===== src/rtl/prog_timer_array.sv =====
// prog_timer_array: CHANNELS programmable downcounters sharing one
// 32 kHz prescaler, with cascading, one-shot mode and read-clear flags.
module prog_timer_array #(
  parameter int CHANNELS    = 2,
  parameter int COUNT_WIDTH = 8,
  parameter int CH_W        = (CHANNELS > 1) ? $clog2(CHANNELS) : 1
) (
  input  logic                   clk,
  input  logic                   reset_n,
  input  logic                   tick_32k,
  input  logic [CHANNELS-1:0]    ext_event,
  input  logic                   wr_en,
  input  logic [CH_W-1:0]        wr_ch,
  input  logic [2:0]             wr_field,
  input  logic [COUNT_WIDTH-1:0] wr_data,
  input  logic [CH_W-1:0]        rd_ch,
  input  logic [2:0]             rd_field,
  input  logic                   rd_strobe,
  output logic [COUNT_WIDTH-1:0] rd_data,
  output logic [CHANNELS-1:0]    factor,
  output logic [CHANNELS-1:0]    underflow,
  output logic                   irq
);

  localparam logic [2:0] F_CTRL = 3'd0;
  localparam logic [2:0] F_RLD  = 3'd1;
  localparam logic [2:0] F_SEL  = 3'd2;
  localparam logic [2:0] F_MSK  = 3'd3;
  localparam logic [2:0] F_CNT  = 3'd4;
  localparam logic [2:0] F_FACT = 3'd5;

  typedef logic [COUNT_WIDTH-1:0] cnt_t;
  localparam cnt_t ONE = cnt_t'(1);

  logic [6:0]          pre_q, pre_d;
  cnt_t                cnt_q [CHANNELS];
  cnt_t                cnt_d [CHANNELS];
  cnt_t                rld_q [CHANNELS];
  cnt_t                rld_d [CHANNELS];
  logic [2:0]          sel_q [CHANNELS];
  logic [2:0]          sel_d [CHANNELS];
  logic [CHANNELS-1:0] run_q, run_d;
  logic [CHANNELS-1:0] one_q, one_d;
  logic [CHANNELS-1:0] cas_q, cas_d;
  logic [CHANNELS-1:0] msk_q, msk_d;
  logic [CHANNELS-1:0] fac_q, fac_d;
  logic [CHANNELS-1:0] ch_tick;
  logic [CHANNELS-1:0] rst_pls;
  logic [7:0]          tap;

  // Prescaler taps: select s fires when the low 9-s bits are all ones.
  always_comb begin
    tap = '0;
    for (int s = 2; s < 8; s++) begin
      tap[s] = tick_32k && (&(pre_q | ~(7'h7f >> (s - 2))));
    end
    pre_d = pre_q + {6'd0, tick_32k};
  end

  // Per-channel tick, underflow chain and next-state for all registers.
  always_comb begin
    logic carry;
    logic wsel;
    logic wctl;
    carry     = 1'b0;
    wsel      = 1'b0;
    wctl      = 1'b0;
    ch_tick   = '0;
    rst_pls   = '0;
    underflow = '0;
    cnt_d     = cnt_q;
    rld_d     = rld_q;
    sel_d     = sel_q;
    run_d     = run_q;
    one_d     = one_q;
    cas_d     = cas_q;
    msk_d     = msk_q;
    fac_d     = fac_q;
    for (int c = 0; c < CHANNELS; c++) begin
      wsel       = wr_en && (int'(wr_ch) == c);
      wctl       = wsel && (wr_field == F_CTRL);
      rst_pls[c] = wctl && wr_data[1];

      if ((c > 0) && cas_q[c]) begin
        ch_tick[c] = carry;
      end else if (sel_q[c] == 3'd0) begin
        ch_tick[c] = ext_event[c];
      end else begin
        ch_tick[c] = tap[sel_q[c]];
      end

      underflow[c] = run_q[c] && ch_tick[c]
                     && !rst_pls[c] && (cnt_q[c] == ONE);
      carry = underflow[c];

      if (wsel) begin
        unique case (1'b1)
          wr_field == F_CTRL: begin
            run_d[c] = wr_data[0];
            one_d[c] = wr_data[2];
            cas_d[c] = (c > 0) && wr_data[3];
          end
          wr_field == F_RLD: rld_d[c] = wr_data;
          wr_field == F_SEL: sel_d[c] = wr_data[2:0];
          wr_field == F_MSK: msk_d[c] = wr_data[0];
          default: ;
        endcase
      end

      if (underflow[c] && one_q[c] && !wctl) begin
        run_d[c] = 1'b0;
      end

      if (rst_pls[c]) begin
        cnt_d[c] = rld_q[c];
      end else if (run_q[c] && ch_tick[c]) begin
        if (cnt_q[c] == ONE) begin
          cnt_d[c] = rld_d[c];
        end else begin
          cnt_d[c] = cnt_q[c] - ONE;
        end
      end

      if (underflow[c]) begin
        fac_d[c] = 1'b1;
      end else if (rd_strobe && (rd_field == F_FACT)
                   && (int'(rd_ch) == c)) begin
        fac_d[c] = 1'b0;
      end
    end
  end

  // State registers; reset aborts everything immediately.
  always_ff @(posedge clk or negedge reset_n) begin
    if (!reset_n) begin
      pre_q <= '0;
      run_q <= '0;
      one_q <= '0;
      cas_q <= '0;
      msk_q <= '0;
      fac_q <= '0;
      for (int c = 0; c < CHANNELS; c++) begin
        cnt_q[c] <= '0;
        rld_q[c] <= '0;
        sel_q[c] <= '0;
      end
    end else begin
      pre_q <= pre_d;
      run_q <= run_d;
      one_q <= one_d;
      cas_q <= cas_d;
      msk_q <= msk_d;
      fac_q <= fac_d;
      for (int c = 0; c < CHANNELS; c++) begin
        cnt_q[c] <= cnt_d[c];
        rld_q[c] <= rld_d[c];
        sel_q[c] <= sel_d[c];
      end
    end
  end

  // Combinational readback, zero-extended; unknown channel reads 0.
  always_comb begin
    rd_data = '0;
    for (int c = 0; c < CHANNELS; c++) begin
      if (int'(rd_ch) == c) begin
        unique case (1'b1)
          rd_field == F_CTRL: begin
            rd_data[0] = run_q[c];
            rd_data[2] = one_q[c];
            rd_data[3] = cas_q[c];
          end
          rd_field == F_RLD:  rd_data      = rld_q[c];
          rd_field == F_SEL:  rd_data[2:0] = sel_q[c];
          rd_field == F_MSK:  rd_data[0]   = msk_q[c];
          rd_field == F_CNT:  rd_data      = cnt_q[c];
          rd_field == F_FACT: rd_data[0]   = fac_q[c];
          default:            rd_data      = '0;
        endcase
      end
    end
  end

  assign factor = fac_q;
  assign irq    = |(fac_q & msk_q);

endmodule

===== config.mk =====
export PLATFORM = sky130hd
export DESIGN_NAME = prog_timer_array
export DESIGN_NICKNAME = d
export VERILOG_FILES = /design/src/rtl/prog_timer_array.sv
export SDC_FILE = /design/constraint.sdc
export NUM_CORES = 1
export LEC_CHECK = 0
export ABC_AREA = 1
export BUFFER_PORTS_ARGS = -buffer_cell sky130_fd_sc_hd__buf_2
export CORE_MARGIN = 2
export CORE_UTILIZATION = 47
export DETAILED_ROUTE_END_ITERATION = 12
export GPL_TIMING_DRIVEN = 0
export PLACE_DENSITY = 0.66
export REMOVE_ABC_BUFFERS = 1
export SYNTH_ARGS = -nofsm -noshare
export SYNTH_HDL_FRONTEND = slang
export SYNTH_SLANG_ARGS = --single-unit

===== constraint.sdc =====
create_clock -name clk -period 3.3 [get_ports clk]
set_input_delay 0.66 -clock clk [delete_from_list [all_inputs] [get_ports clk]]
set_output_delay 0.66 -clock clk [all_outputs]
set_load 0.1 [all_outputs]

==> results of run 1 <==
[layer usage]
layer	vias up	part of all wire [%]
li1	1569	-
met1	1518	46
met2	80	49
met3	11	4.0
met4	0	1.3
met5	-	0
[flip-flops by register name, indices dropped and copies added (netlist names)]
register / count
cas_q: 1
cnt_q: 16
factor: 2
msk_q: 2
one_q: 2
pre_q: 7
rld_q: 16
run_q: 2
sel_q: 6
[stage by stage]
stage | instances | cell area [um^2] | setup TNS, ns | util [%]
global placement | 589 | 3690 | 0 | 51.7
detailed placement | 589 | 3690 | 0 | 51.7
CTS | 597 | 3780 | 0 | 53.0
global route | 597 | 3790 | 0 | 53.1
finish | 597 | 3790 | 0 | 53.1
floorplan | 455 | 3390 | -2.40 | -
[cell usage after synthesis, drive strengths merged]
| cell | count |
|---|---|
| ha | 6 |
| o31ai | 1 |
| o21bai | 1 |
| o22ai | 15 |
| clkbuf | 3 |
| nand4 | 4 |
| buf | 3 |
| a31oi | 5 |
| a21oi | 15 |
| nor3 | 5 |
| nand3 | 33 |
| nand2 | 128 |
| o211ai | 3 |
| inv | 73 |
| o311ai | 3 |
| nor2 | 44 |
| o221ai | 2 |
| or2 | 1 |
| dfrtp | 54 |
| xnor2 | 4 |
| xor2 | 6 |
| o21ai | 52 |
[critical path: cells and delay by family]
| kind | cells | cell delay, ns |
|---|---|---|
| buf+inv | 3 | 0.66 |
| compound gates | 2 | 0.47 |
| simple gates | 3 | 0.71 |
[power breakdown]
group	total [W]	internal (W)	switching (W)	leakage [nW]
clock	0.000399	0.000154	0.000245	0.0447
sequential	0.00111	0.000884	0.000222	0.669
combinational	0.00135	0.000424	0.000922	1.15
total	0.00285	0.00146	0.00139	1.87
[layout by cell type, fill, tap and decap left out, drive strengths merged, types with 2 or more instances in the layout]
master / n
nand4: 4
o211ai: 3
ha: 6
nand2: 128
a21oi: 15
o221ai: 2
o21ai: 52
dfrtp: 54
o311ai: 3
xnor2: 4
nor3: 5
inv: 74
o22ai: 15
buf: 35
a31oi: 5
clkbuf: 5
xor2: 6
nor2: 44
nand3: 33
[cell families (layout without fill, tap and decap cells)]
group                    after synthesis  count (layout)  share of synthesized area (%)
flip-flops                            54              54                           39.5
buffers and inverters                 79             116                           8.95
AND/OR/NAND/NOR                      215             215                           30.0
AO/OA/AOI/OAI                         97              97                           16.8
adder cells (fa/ha/maj)                6               6                           2.19
XOR/XNOR                              10              10                           2.56
[final timing paths]
check,slack (ns),cells past startpoint,from,to
setup / recovery,0.13,8,rd_field[0],rd_data[0]
hold / removal,0.38,1,reset_n,pre_q[1]
setup reg to reg,1.43,10,cnt_q[9],cnt_q[1]
hold reg to reg,0.48,1,pre_q[5],pre_q[5]
max in group asynchronous,2.44,1,reset_n,rld_q[5]
min in group clk,0.48,1,pre_q[5],pre_q[5]
[cell type report]
class / count / share of cell area (%)
inverter: 73 / 7.24
sequential: 54 / 35.7
timing repair buffer: 35 / 4.69
multi-input combinational: 328 / 46.6
clock inverter: 3 / 0.661
tap: 99 / 3.27
clock buffer: 5 / 1.82
==> flow_summary.yaml, run 1 <==
clock_tree:
  cts_resized: 0
  cts_htree_levels: 2
  cts_tree: "built"
  cts.repair_timing.setup_buffer_count: 0
  cts_inserted_buffers: 5
  cts.reportedPaths.clkPinSlew_ns: 0.12
  max-clock-path-buffers: 2
  cts_sinks: 54
  clock-root-buffer: "sky130_fd_sc_hd__clkbuf_8"
  number_of_hold_buffers_added_after_cts: 0
  clock_insertion_delay_worst_skew_ns: 0.32
placed_design:
  portBuffers: 35
  detailed_place_hpwl_um: 6750
  pre_cts_slack_ns: 0.174
  finalWeightedCongestion: 0.886
synthesis:
  synth_top_cells_by_area: "sky130_fd_sc_hd__dfrtp_1 (39%), sky130_fd_sc_hd__nand2_1 (13%), sky130_fd_sc_hd__inv_1 (7.7%)"
  yosys.cell_types.count: 35
  post_synth_instance_area_mm2: 0.00342
  synth-seq-cells: 54
  syn-mean-instance-area_um2: 7.43
  yosys.area.top_type_share_pct: 39.5
  syn_inst: 461
  synth-warning-count: 0
  synth_sequential_area_ratio_pct: 39.5
  synth_area_leader_cell: "sky130_fd_sc_hd__dfrtp_1"
sta:
  tightestPinTransition_ns: 0.711
  min_period_over_period_pct: 96.1
  hold_vio_cnt_final: 0
  fin_ws_ns: 0.127
  max_slew_margin_pct: 52.6
  hold_ws_ns: 0.378
  finClkSkew_ns: 0.0137
  final-setup-viol-count: 0
  slew_violations: 0
  unrepaired_setup_endpoints_after_global_routing: "false"
  final.min_clock_period_ns: 3.17
  fmax_ghz: 0.315
global_routing:
  vias_in_the_first_global_route: 2991
  grt_start_max_net_pins: 55
  gr-usage-met1_pct: 31.5
  global_route_wire_length_before_repair_um: 14500
  globalRouteTotalUtil_pct: 23.5
  globalRouteOverflowTotal: 0
  globalRoute.busiestLayer: "met2"
  antenna_found_initial: 0
  use_met3_pct: 3.32
  grt.met2_usage_pct: 40.1
drt:
  antenna_left: 0
  drt_pass1_iterations: 5
  vias: 3178
  wirelength_um: 8950
  detailedRoute.firstIterationViolations: 216
  viasPerCell: 5.32
  remaining_drc_errors: 0
  wire_per_inst_um: 15.0
worst_setup_path:
  worstPathRequired_ns: 2.64
  timing.critical_path.slowest_cell_delay_ns: 0.49
  timing_worst_setup_path_type: "in2out"
  cp_cell_sequence: "buf_2, inv_1, nor2_2, nand2_1, o22ai_1, nor3_1, o21ai_0, buf_2"
  cp_slowest_cell: "sky130_fd_sc_hd__buf_2"
  crit_path_frequent_cell: "sky130_fd_sc_hd__buf_2"
  critical_path.endpoint_type: "output port"
  start_kind: "input port"
  worstPathMaxFanout: 10
  worst-endpoint-arrival_ns: 2.51
cells_and_area:
  layout-drive-gt1-share_pct: 14.5
  areaGrowthSynthToFinish_pct: 10.6
  fillers: 728
  final_net_count: 526
  final-seq-area_mm2: 0.00135
  multi_input_area_mm2: 0.00177
  antenna_cells: 0
power_and_ir_drop:
  ir_drop_v: 0.000316
  p_leak_nw: 1.87
  power_per_standard_cell_area_mw_per_mm2: 753
  power_w: 0.00285
floorplanning:
  core_region_area_mm2: 0.00714
  placement_rows: 31
  die-area_mm2: 0.00798
  dieWidth_um: 89.3
  initial_utilization_pct: 48.0
  boundaryPins: 36
  floorplan.die.height_um: 89.3
flow_run:
  cap_viol_max_count: 0
hold_path:
  worstHoldPathType: "in2async"
run_status:
  status: "finished, final reports clean"
Power figures use the tool's default switching activity.
==> run 2, diff against run 1 <==
--- a/config.mk
+++ b/config.mk
@@ -7,12 +7,13 @@
 export LEC_CHECK = 0
 export ABC_AREA = 1
 export BUFFER_PORTS_ARGS = -buffer_cell sky130_fd_sc_hd__buf_2
+export CELL_PAD_IN_SITES_DETAIL_PLACEMENT = 0
+export CELL_PAD_IN_SITES_GLOBAL_PLACEMENT = 1
 export CORE_MARGIN = 2
-export CORE_UTILIZATION = 47
+export CORE_UTILIZATION = 39
 export DETAILED_ROUTE_END_ITERATION = 12
 export GPL_TIMING_DRIVEN = 0
-export PLACE_DENSITY = 0.66
-export REMOVE_ABC_BUFFERS = 1
+export PLACE_DENSITY_LB_ADDON = 0.1
 export SYNTH_ARGS = -nofsm -noshare
 export SYNTH_HDL_FRONTEND = slang
 export SYNTH_SLANG_ARGS = --single-unit
==> constraint.sdc (replaced) <==
create_clock -name clk -period 2.5 [get_ports clk]
set_input_delay 0.5 -clock clk [delete_from_list [all_inputs] [get_ports clk]]
set_output_delay 0.5 -clock clk [all_outputs]
set_load 0.1 [all_outputs]
==> run 2 against run 1 <==
  * Global-route usage is 2.8 points lower
  * Power is 38% higher
  * Register-to-register slack worse by 0.85 ns
  * Critical endpoint is now rd_data[1]
  * Die area is 20% higher
==> flow_summary.yaml, run 2 (synthesis results as in run 1) <==
cells_and_area:
  multi_input_area_mm2: 0.00187
  commonest_non_fill_non_tap_cell_in_the_layout: "sky130_fd_sc_hd__nand2_1"
  areaGrowthSynthToFinish_pct: 19.6
  final_cell_mix: "sky130_fd_sc_hd__nand2_1 (119), sky130_fd_sc_hd__inv_1 (67), sky130_fd_sc_hd__dfrtp_1 (53)"
  layout_top_registers: "cnt_q (16), rld_q (16), pre_q (7)"
  finish.utilization_pct: 47.4
  antenna_cells: 0
  fillers: 892
  final-seq-area_mm2: 0.00135
  layout-drive-gt1-share_pct: 20.1
  final_net_count: 540
sta:
  final-setup-viol-count: 0
  min_period_over_period_pct: 96.8
  max_slew_margin_pct: 48.5
  slew_violations: 0
  tns_ns: 0
  tightestPinTransition_ns: 0.772
  hold_vio_cnt_final: 0
  fmax_ghz: 0.413
  finClkSkew_ns: 0.0123
  final.min_clock_period_ns: 2.42
drt:
  wire_per_inst_um: 15.9
  detailedRoute.firstIterationViolations: 164
  remaining_drc_errors: 0
  vias: 3218
  antenna_left: 0
  viasPerCell: 5.19
  wirelength_um: 9860
  drt_pass1_iterations: 5
floorplanning:
  initial_utilization_pct: 39.6
  boundaryPins: 36
  placement_rows: 34
  die-area_mm2: 0.00954
  floorplan.die.height_um: 97.7
  core_region_area_mm2: 0.00864
  dieWidth_um: 97.7
placed_design:
  detailed_place_hpwl_um: 7390
  portBuffers: 35
  finalWeightedCongestion: 0.851
worst_setup_path:
  critical_path.endpoint_type: "output port"
  worstPathRequired_ns: 2.00
  start_kind: "input port"
  worstPathMaxFanout: 6
  worst-endpoint-arrival_ns: 1.92
  timing_worst_setup_path_type: "in2out"
clock_tree:
  cts_htree_levels: 2
  number_of_hold_buffers_added_after_cts: 0
  clock-root-buffer: "sky130_fd_sc_hd__clkbuf_8"
  cts.reportedPaths.clkPinSlew_ns: 0.11
  cts_inserted_buffers: 5
  max-clock-path-buffers: 2
  cts_tree: "built"
  clock_insertion_delay_worst_skew_ns: 0.32
  cts_sinks: 54
power_and_ir_drop:
  power_switching_w: 0.00191
  clock_group_share_of_total_power_pct: 13.5
  power_per_standard_cell_area_mw_per_mm2: 963
  ir_drop_v: 0.000397
  power.share.sequential_pct: 37.1
  comb_power_share_pct: 49.4
  power.switching_fraction_pct: 48.4
  p_leak_nw: 1.95
  internal_power_w: 0.00204
global_routing:
  globalRoute.busiestLayer: "met2"
  vias_in_the_first_global_route: 3038
  gr-usage-met1_pct: 30.0
  globalRouteOverflowTotal: 0
  grt_start_max_net_pins: 55
  global_route_wire_length_before_repair_um: 15900
  grt.met2_usage_pct: 33.4
  use_met3_pct: 2.88
  globalRouteTotalUtil_pct: 20.7
  antenna_found_initial: 0
run_status:
  status: "finished, final reports clean"
synthesis:
  postSynthNetCount: 490
flow_run:
  cap_viol_max_count: 0
hold_path:
  worstHoldPathType: "in2async"
## run 2: cell types whose count changed in the layout (fill, tap and decap cells not counted), sizes merged
cell / before / now
clkinvlp: 1 / 3
clkbuf: 5 / 8
inv: 74 / 73
buf: 35 / 45
## run 2: per-stage QoR
stage	instances	total power (W)	instance area (um^2)	setup WS [ns]	hold WS [ns]
after CTS	613	0.00387	3940	0.00561	0.406
after detailed placement	604	0.00328	3770	-0.372	0.477
final	620	0.00394	4090	0.0811	0.223
after floorplan	461	0.00284	3460	-0.137	0.204
after global placement	604	0.00325	3770	-0.393	0.467
after global routing	620	0.00425	4090	-0.00598	0.274
## run 2: layout make-up
class	instances	area share [%]
Buffer	5	0.795
Timing Repair inverter	1	0.183
Clock buffer	5	1.68
Multi-Input combinational cell	328	45.6
Sequential cell	54	33.0
Timing Repair Buffer	43	7.89
Tap cell	108	3.30
Clock inverter	3	0.611
Inverter	73	6.85
## run 2: path summary, 6_finish.rpt
path	startpoint	endpoint	slack, ns	depth (start not counted)
hold reg to reg	pre_q[5]	pre_q[5]	0.49	1
min in group clk	wr_data[0]	run_q[1]	0.41	3
hold / removal	reset_n	pre_q[5]	0.22	1
setup reg to reg	pre_q[2]	cnt_q[13]	0.58	8
setup / recovery	rd_field[1]	rd_data[1]	0.08	9
max in group asynchronous	reset_n	pre_q[1]	1.78	1
## run 2: power groups by stage
stage          Clock [W]  Sequential, W  Combinational, W
2_1_floorplan          0        0.00150           0.00134
3_3_place_gp           0        0.00147           0.00179
3_5_place_dp           0        0.00147           0.00181
4_1_cts         0.000545        0.00145           0.00188
5_1_grt         0.000574        0.00151           0.00217
6_report        0.000532        0.00146           0.00195
## run 2: per-layer routing
metal	part of all wire, %	vias to the layer above	routed length (um)
li1	-	1603	-
met1	48	1556	4730
met2	48	53	4740
met3	3.2	6	320
met4	0.65	0	64
met5	0	-	0
## run 2: critical path, stage by stage
cell and delay (ns):
sky130_fd_sc_hd__buf_2 0.15, sky130_fd_sc_hd__nor2_2 0.13, sky130_fd_sc_hd__inv_1 0.08, sky130_fd_sc_hd__nor2_4 0.21, sky130_fd_sc_hd__clkinvlp_4 0.21, sky130_fd_sc_hd__o22ai_1 0.14
sky130_fd_sc_hd__o21ai_0 0.15, sky130_fd_sc_hd__o21ai_4 0.11, sky130_fd_sc_hd__buf_6 0.25
## run 2: repair_timing
| action | in CTS | in global routing |
|---|---|---|
| cloned | 0 | 1 |
| setup endpoints to repair | 10 | 9 |
| buffers inserted | 2 | 6 |
| gates resized for setup | 24 | 25 |
| pin swaps | 1 | 4 |
| endpoints found under the hold margin | 0 | 0 |
